### src/rtl/mux4_arb_pkg.sv
// Shared definitions for the 4-requester round-robin mux arbiter:
// requester count, select width, FSM encoding and the cyclic pointer increment.
package mux4_arb_pkg;

  localparam int NUM_REQ = 4;
  localparam int SEL_W   = 2;

  typedef enum logic {
    IDLE  = 1'b0,
    GRANT = 1'b1
  } state_t;

  function automatic logic [SEL_W-1:0] ptr_inc(input logic [SEL_W-1:0] p);
    return p + SEL_W'(1);
  endfunction

endpackage

### src/rtl/mux_4x1_beh.sv
// Behavioural 4:1 single-bit line multiplexer shared by the arbiter.
module mux_4x1_beh (
  input  logic [3:0] i_din,
  input  logic [1:0] i_sel,
  output logic       o_y
);

  always_comb begin
    case (i_sel)
      2'd0:    o_y = i_din[0];
      2'd1:    o_y = i_din[1];
      2'd2:    o_y = i_din[2];
      default: o_y = i_din[3];
    endcase
  end

endmodule

### src/rtl/rr_pick4.sv
// Combinational round-robin picker: first set req bit at or after ptr, searching cyclically.
module rr_pick4
  import mux4_arb_pkg::*;
(
  input  logic [NUM_REQ-1:0] req,
  input  logic [SEL_W-1:0]   ptr,
  output logic [SEL_W-1:0]   idx,
  output logic               any
);

  logic [NUM_REQ-1:0] w_rot;
  logic [SEL_W-1:0]   w_off;

  // w_rot[k] is the request k positions after ptr, so bit 0 has top priority
  for (genvar gi = 0; gi < NUM_REQ; gi++) begin : g_rot
    localparam logic [SEL_W-1:0] OFF = SEL_W'(gi);
    logic [SEL_W-1:0] w_src;
    assign w_src     = ptr + OFF;
    assign w_rot[gi] = req[w_src];
  end

  always_comb begin
    w_off = '0;
    for (int k = NUM_REQ - 1; k >= 0; k--) begin
      if (w_rot[k]) w_off = SEL_W'(k);
    end
  end

  assign idx = ptr + w_off;
  assign any = |req;

endmodule

### src/rtl/mux4_rr_arbiter.sv
// Round-robin burst scheduler in front of a 4:1 mux with a valid/ready output.
// Optional per-requester burst lock is enabled by defining MUX4_ARB_LOCK_EN.
module mux4_rr_arbiter
  import mux4_arb_pkg::*;
#(
  parameter int WIDTH     = 1,
  parameter int MAX_BURST = 4
) (
  input  logic                     clk,
  input  logic                     rst_n,
  input  logic [NUM_REQ-1:0]       req,
  input  logic [NUM_REQ*WIDTH-1:0] in_data,
`ifdef MUX4_ARB_LOCK_EN
  input  logic [NUM_REQ-1:0]       lock,
`endif
  output logic [NUM_REQ-1:0]       ack,
  output logic [SEL_W-1:0]         select,
  output logic                     out_valid,
  input  logic                     out_ready,
  output logic [WIDTH-1:0]         out_data
);

  localparam logic [3:0] BURST_LAST = 4'(MAX_BURST - 1);

  state_t           r_state;
  state_t           w_state_next;
  logic [SEL_W-1:0] r_select;
  logic [SEL_W-1:0] w_select_next;
  logic [SEL_W-1:0] r_ptr;
  logic [SEL_W-1:0] w_ptr_next;
  logic [3:0]       r_beat_cnt;
  logic [3:0]       w_beat_cnt_next;

  logic [SEL_W-1:0] w_pick_ptr;
  logic [SEL_W-1:0] w_pick_idx;
  logic             w_pick_any;
  logic             w_xfer;
  logic             w_at_limit;
  logic             w_burst_end;
  logic             w_release;

  assign w_xfer     = out_valid && out_ready;
  assign w_at_limit = (r_beat_cnt >= BURST_LAST);

`ifdef MUX4_ARB_LOCK_EN
  assign w_burst_end = w_xfer && w_at_limit && !lock[r_select];
`else
  assign w_burst_end = w_xfer && w_at_limit;
`endif

  assign w_release = (r_state == GRANT) && (!req[r_select] || w_burst_end);

  // On release the search starts just past the current grant, giving it lowest priority
  assign w_pick_ptr = (r_state == GRANT) ? ptr_inc(r_select) : r_ptr;

  rr_pick4 u_pick (
    .req (req),
    .ptr (w_pick_ptr),
    .idx (w_pick_idx),
    .any (w_pick_any)
  );

  always_ff @(posedge clk or negedge rst_n) begin
    if (!rst_n) begin
      r_state    <= IDLE;
      r_select   <= '0;
      r_ptr      <= '0;
      r_beat_cnt <= '0;
    end else begin
      r_state    <= w_state_next;
      r_select   <= w_select_next;
      r_ptr      <= w_ptr_next;
      r_beat_cnt <= w_beat_cnt_next;
    end
  end

  always_comb begin
    w_state_next    = r_state;
    w_select_next   = r_select;
    w_ptr_next      = r_ptr;
    w_beat_cnt_next = r_beat_cnt;
    case (r_state)
      IDLE: begin
        if (w_pick_any) begin
          w_state_next    = GRANT;
          w_select_next   = w_pick_idx;
          w_beat_cnt_next = '0;
        end
      end
      GRANT: begin
        if (w_release) begin
          w_ptr_next = ptr_inc(r_select);
          if (w_pick_any) begin
            w_select_next   = w_pick_idx;
            w_beat_cnt_next = '0;
          end else begin
            w_state_next = IDLE;
          end
        end else if (w_xfer && !w_at_limit) begin
          // Saturation only matters while locked; otherwise the limit releases
          w_beat_cnt_next = r_beat_cnt + 4'd1;
        end
      end
      default: w_state_next = IDLE;
    endcase
  end

  always_comb begin
    out_valid = 1'b0;
    ack       = '0;
    if (r_state == GRANT) begin
      out_valid     = req[r_select];
      ack[r_select] = req[r_select] && out_ready;
    end
  end

  assign select = r_select;

  if (WIDTH == 1) begin : g_line_mux
    mux_4x1_beh u_mux (
      .i_din (in_data),
      .i_sel (r_select),
      .o_y   (out_data)
    );
  end else begin : g_wide_mux
    assign out_data = in_data[r_select*WIDTH +: WIDTH];
  end

endmodule

### config.mk
export PLATFORM = sky130hd
export DESIGN_NAME = mux4_rr_arbiter
export DESIGN_NICKNAME = d
export VERILOG_FILES = /design/src/rtl/mux4_arb_pkg.sv /design/src/rtl/mux_4x1_beh.sv /design/src/rtl/rr_pick4.sv /design/src/rtl/mux4_rr_arbiter.sv
export SDC_FILE = /design/constraint.sdc
export NUM_CORES = 1
export LEC_CHECK = 0
export CAP_MARGIN = 20
export CORE_UTILIZATION = 45
export DETAILED_ROUTE_END_ITERATION = 12
export HOLD_SLACK_MARGIN = 0.15
export PLACE_DENSITY_LB_ADDON = 0.05
export SLEW_MARGIN = 15
export SYNTH_ARGS = -nofsm -noshare
export SYNTH_HDL_FRONTEND = slang
export SYNTH_SLANG_ARGS = --single-unit
### constraint.sdc
create_clock -name clk -period 2.95 [get_ports clk]
set_input_delay 0.885 -clock clk [delete_from_list [all_inputs] [get_ports clk]]
set_output_delay 0.885 -clock clk [all_outputs]
set_load 0.02 [all_outputs]
==> results of run 1 <==
==> logic make-up after synthesis <==
group | Yosys count
adders and majority gates | 6
muxes | 6
AOI/OAI and AO/OA | 16
buffers and inverters | 7
DFF | 9
and+or+nand+nor | 19
==> stage by stage <==
stage / setup slack [ns] / util, % / TNS [ns] / cell area [um2]
6_report: 0.04726 / 72.74 / 0 / 958.4
5_1_grt: 0.006177 / 72.74 / 0 / 958.4
4_1_cts: 0.001591 / 71.60 / 0 / 943.4
3_5_place_dp: -0.6746 / 68.66 / -3.449 / 904.6
3_3_place_gp: -0.6464 / 68.66 / -3.350 / 904.6
2_1_floorplan: 0.2129 / - / 0 / 638.1
==> per-layer routing <==
metal / routed length (um) / GRT usage [%] / vias to the layer above
li1: - / - / 296
met3: 68 / 5.114 / 3
met5: 0 / 0 / -
met1: 617 / 24.30 / 273
met4: 14 / 5.172 / 0
met2: 629 / 30.33 / 14
==> Yosys cell counts (2+ instances only) <==
master and n:
dfrtp_1 9, inv_1 7, ha_1 6, and2_1 4, nor2b_1 4, a31oi_1 3
mux2i_1 3, nand2_1 3, mux2_2 2, nor3_1 2, o31ai_1 2
==> repair_timing <==
| item | 4_1_cts | 5_1_grt |
|---|---|---|
| resized for setup | 41 | 4 |
| setup buffers | 0 | 1 |
| pin swaps | 2 | 3 |
| setup endpoints to repair | 6 | 4 |
==> cell type report <==
class,count,area share [%]
sequential,9,23.50
tap,15,1.958
multi-input combinational,47,41.78
timing repair buffer,28,27.28
clock buffer,4,2.742
inverter,7,2.742
==> flip-flops by register name, summed over array words and instances (netlist names) <==
name	count
r_beat_cnt	4
r_ptr	2
select	2
r_state	1
==> power by group through the flow <==
stage	sequential [mW]	combinational, mW	clock (mW)
2_1_floorplan	0.219	0.285	0
3_3_place_gp	0.202	0.476	0
3_5_place_dp	0.204	0.485	0
4_1_cts	0.202	0.495	0.0997
5_1_grt	0.210	0.555	0.105
6_report	0.202	0.507	0.0966
==> critical path: stages <==
cell and delay, ns:
clkdlybuf4s50_1 0.40, a222oi_1 0.32, mux2i_1 0.12, clkdlybuf4s15_1 0.30
==> worst paths after layout <==
| check | slack [ns] | start | depth (start not counted) | to |
|---|---|---|---|---|
| max in group asynchronous | 1.75 | rst_n | 1 | select[1] |
| max | 0.05 | in_data[2] | 4 | out_data |
| min reg2reg | 0.48 | r_beat_cnt[0] | 1 | r_beat_cnt[0] |
| min in group asynchronous | 0.90 | rst_n | 1 | r_beat_cnt[2] |
| min | 0.48 | r_beat_cnt[0] | 1 | r_beat_cnt[0] |
| max reg2reg | 1.04 | select[0] | 6 | select[0] |
==> key figures, run 1 <==
Run status
  • Status: finished, final reports clean

Synthesis
  • Synth top area share: 35.29%
  • Netlist cell types: 29
  • Synth Area in Adders: about an eighth
  • Leading area contributor after synthesis: dfrtp_1
  • Synth area leaders: dfrtp_1, ha_1, mux2i_1, inv_1, and2_1
  • Mux contribution to synthesized area: a little under an eighth
  • Post-Synth XOR/XNOR Area: 0%
  • Mapped Nets: 80
  • Post-synth EDFFs: 0
  • Ys async rst share: between 90% and 100%
  • Seq cells post-synth: 9
  • Largest family of logic cells by synthesized area: compound AO/OA/AOI/OAI gates
  • Cell Area, Synth: 638.1 um2
  • Compound-Gate Fraction of Synth Area: 19.22%
  • Synth warn: 0
  • Post-Syn Instances: 63
  • Simple-gate share of the synthesized area: ~18%
  • Register area share after synthesis: 35.29%
  • Synth Area per Inst: 10.13 um2
  • Ys flop type: dfrtp_1

STA
  • RSZ-0062 raised after global routing: no
  • Min cycle time layout: 2.903 ns
  • Least-Margin Pin Slew: 0.4449 ns
  • F_max: 344.5 MHz
  • Final setup viols: 0
  • Hold Worst Slack: about 0.48 ns
  • Slew Limit Fails: 0
  • Clock skew: between 0.01 and 0.015 ns
  • Final hold viol count: 0
  • Period utilization: 98.40%
  • Worst slew margin: between 60% and 70%

Worst hold path
  • Worst Hold Class: flip-flop to flip-flop

Clocking
  • Clk sinks: 9
  • CTS hold repair buffers: 0
  • CTS clk-pin slew, worst paths: 0.07 ns
  • Clock Path Buffers: 2
  • Max H-tree Level: 1
  • Num CTS Buffers: 3
  • Root buf cell: clkbuf_4
  • CTS tree: built
  • Skew-Pair Late Insertion Delay: 0.27 ns

Die
  • Rows: 13
  • Die height: ~40 um
  • Die span in x: 39.66 um
  • Initial Utilization: around half
  • Io pins: 19
  • Core ar.: 1318 um2
  • DIE AREA: 1573 um2

Global route
  • GR Overflow Total: 0
  • Vias in the first global route: 479
  • First-pass GRT wire length: between 1.5 and 2 mm
  • Largest net degree at the start of global routing: 10
  • Number of antenna violations at the first check in global routing: 0
  • Total GRT Usage: 18.81%

Setup path
  • Critical Path AT: 2.02 ns
  • Critical Path RT: 2.07 ns
  • Critical path endpoint category: output pin
  • Crit Path Class: input port to output pin
  • Critical Path Start Type: input port
  • CP max FO: 1

Power
  • Int Power: roughly 0.48 mW
  • Combinational Power Share: 62.9%
  • Sw frac: between 40 and 50%
  • Leakage: 0.4470 nW
  • Sw power: 0.3248 mW
  • Clock network fraction of total power: 12.0%
  • Final Total Pwr: 0.8058 mW
  • Sequential share of power: 25.1%
  • Peak supply drop: 617.4 uV
  • Pwr Density: around 840 nW/um2

Detailed routing
  • Vias: 586
  • DR WL/cell: 12.09 um
  • Routed WL: 1.330 mm
  • 1st-iter DRT viols: 9
  • Via density: roughly 5.3
  • Remaining antenna violation count after routing: 0
  • TritonRoute pass-1 iters: 4
  • Drc violations: 0

Place
  • DP Cell Count: approximately 110
  • Hpwl dp: ~1.1 mm
  • Placer Congestion: 0.7337
  • PortBufs: 18

Cells and area
  • Synth-to-layout area growth: 50.20%
  • Net count, final: about 110
  • Layout cells sized above 1: 31.58%
  • Antenna diodes: 0
  • Finished Layout Cells: 110
  • Register area: roughly 230 um2
  • Commonest cells after routing, fill and taps aside: buf_4, dfrtp_1, clkdlybuf4s50_1
  • Filler cells: 104
  • Commonest non-fill, non-tap cell in the layout: buf_4
  • Area of the multi-input gates: 400.4 um2

Run
  • Max-cap check violation count: 0
No activity file was read; power rests on OpenSTA's default activity.
==> inputs of run 2 (changes only) <==
- clock period: 2.95 -> 3.05 ns (I/O delays scaled with it)
==> key figures, run 2 (synthesis results as in run 1) <==
Setup path
  • Critical path endpoint category: output pin
  • Crit path max-delay family: multiplexers
  • Worst Path Buf+Inv: 2 (unchanged)
  • Crit Path Class: input port to output pin
  • Worst r2r dst: select[0]
  • Worst path cell trace: dlygate4sd2_1 > mux4_2 > and3_4 > and2_1 > buf_2
  • Critical Path Start Type: input port
  • Critical Path AT: 2.11 ns (+0.09 ns)
  • Worst r2r path cells: 6 (unchanged)
  • Worst reg-to-reg setup slack: 1.15 ns (+0.11 ns)
  • Worst r2r src: select[0]
  • CP max FO: 5 (+4)
  • Slowest library cell on the worst path: mux4_2
  • Critical Path RT: 2.13 ns (+0.06 ns)
  • CP peak stage delay: 0.48 ns (+0.08 ns)

STA
  • Slew Limit Fails: 0 (unchanged)
  • Worst slew margin: 69.67% (+0.18 points)
  • Min cycle time layout: 3.023 ns
  • Clock skew: 0.01175 ns (-0.0002123 ns)
  • Final hold viol count: 0 (unchanged)
  • Final setup viols: 0 (unchanged)
  • Setup WS post-layout: 0.02722 ns (-0.02004 ns)
  • Period utilization: between 90 and 100%
  • Hold Worst Slack: 0.4798 ns (-0.00003600 ns)
  • F_max: roughly 330 MHz
  • Least-Margin Pin Slew: 0.4424 ns (-0.002558 ns)

Detailed routing
  • Remaining antenna violation count after routing: 0 (unchanged)
  • Drc violations: 0 (unchanged)
  • Via density: 5.382 (+1.0%)
  • Routed WL: 1.309 mm (-1.6%)
  • 1st-iter DRT viols: 9 (unchanged)
  • TritonRoute pass-1 iters: 4 (unchanged)
  • Vias: 592 (+1.0%)
  • DR WL/cell: 11.90 um (-1.6%)

Cells and area
  • Top reg by flops: r_beat_cnt
  • Util after Layout: 70.56% (-2.2 points)
  • Antenna diodes: 0 (unchanged)
  • Area of the multi-input gates: 390.4 um2 (-2.5%)
  • Register area: 225.2 um2 (unchanged)
  • Net count, final: 113 (unchanged)
  • Fin area: 929.6 um2 (-3.0%)
  • Layout cells sized above 1: 27.37% (-4.2 points)
  • Max reg flops: 4 (unchanged)
  • Commonest cells after routing, fill and taps aside: buf_4, dfrtp_1, clkdlybuf4s50_1
  • Synth-to-layout area growth: 45.69%
  • Commonest non-fill, non-tap cell in the layout: buf_4
  • Filler cells: 109 (+4.8%)

Power
  • Combinational Power Share: 61.4% (-1.5 points)
  • Sw frac: 40.89% (+0.57 points)
  • Final Total Pwr: 0.7485 mW (-7.1%)
  • Peak supply drop: 549.1 uV (-11%)
  • Int Power: 0.4425 mW (-8.0%)
  • Sequential share of power: 26.1% (+1.0 points)
  • Sw power: 0.3061 mW (-5.8%)
  • Pwr Density: 805.2 nW/um2 (-4.2%)
  • Leakage: 0.4425 nW (-1.0%)
  • Clock network fraction of total power: 12.5% (+0.5 points)

Clocking
  • Clock Path Buffers: 2 (unchanged)
  • Clk sinks: 9 (unchanged)
  • Num CTS Buffers: 3 (unchanged)
  • Max H-tree Level: 1 (unchanged)
  • Root buf cell: clkbuf_4
  • CTS clk-pin slew, worst paths: 0.07 ns (about the same)
  • CTS tree: built
  • Skew-Pair Late Insertion Delay: 0.27 ns (about the same)

Die
  • Core ar.: 1318 um2 (unchanged)
  • Rows: 13 (unchanged)
  • Die height: 39.66 um (unchanged)
  • Initial Utilization: 48.43% (unchanged)
  • DIE AREA: 1573 um2 (unchanged)
  • Io pins: 19 (unchanged)
  • Die span in x: 39.66 um (unchanged)

Global route
  • Number of antenna violations at the first check in global routing: 0 (unchanged)
  • First-pass GRT wire length: 1.938 mm (-2.1%)
  • GR Overflow Total: 0 (unchanged)
  • Vias in the first global route: 477 (-0.42%)
  • Largest net degree at the start of global routing: 10 (unchanged)
  • Total GRT Usage: 18.33% (-0.48 points)

Run
  • Max-cap check violation count: 0 (unchanged)

Place
  • Placer Congestion: 0.7337 (unchanged)
  • Hpwl dp: 1.074 mm (unchanged)
  • Dpl ws: -0.6346 ns (+0.04000 ns)
  • PortBufs: 18 (unchanged)
  • Area after DPL: 904.6 um2 (unchanged)

Worst hold path
  • Worst min-delay path endpoint: r_beat_cnt[0]
  • Hold depth: 1 (unchanged)
  • Worst Hold Class: flip-flop to flip-flop
  • Min-delay src: r_beat_cnt[0]

Run status
  • Status: finished, final reports clean
[run 2: worst max-delay path by stage]
stage | from | slack [ns] | to | depth (start not counted)
after floorplan | req[3] | 0.25 | ack[0] | 3
after global placement | req[3] | -0.61 | ack[1] | 5
after detailed placement | req[3] | -0.63 | ack[0] | 5
after CTS | req[3] | 0.01 | ack[0] | 5
after global routing | req[3] | -0.0003 | ack[2] | 5
final | req[3] | 0.03 | ack[2] | 5
[run 2: per-stage QoR]
step                      cells  setup TNS (ns)
after global routing        110      -0.0004974
after floorplan              63               0
final                       110               0
after global placement      105          -3.110
after CTS                   109               0
after detailed placement    105          -3.209
[run 2: repair_timing]
action,in CTS,in global routing
setup endpoints to repair,6,3
buffers inserted,0,1
resized for setup,28,4
pin swaps,1,0
hold buffers,0,0
[run 2: power groups by stage]
stage	combinational (mW)	clock, mW	sequential, mW
finish	0.460	0.0934	0.195
global placement	0.460	0	0.195
CTS	0.450	0.0964	0.195
detailed placement	0.469	0	0.198
floorplan	0.275	0	0.211
global route	0.507	0.101	0.203
[run 2: cell type report]
type                    count  area share, %
multi-input cells          47          41.99
well taps                  15          2.019
inverters                   7          2.826
repair buffers             28          26.11
clock buffers               4          2.826
flip-flops and latches      9          24.23
[run 2: per-layer routing]
layer  track usage (%)  part of all wire (%)
met3             5.114                   6.3
met2             29.10                    46
met5                 0                     0
met4             5.172                   1.1
met1             23.94                    46
[run 2: worst reg2reg max path, delay by kind of cell (launching register included)]
kind	cells	cell delay, ns
buf+inv	2	0.25
compound gates	2	0.45
fa+ha+maj	1	0.32
mux	1	0.38
flops	1	0.40
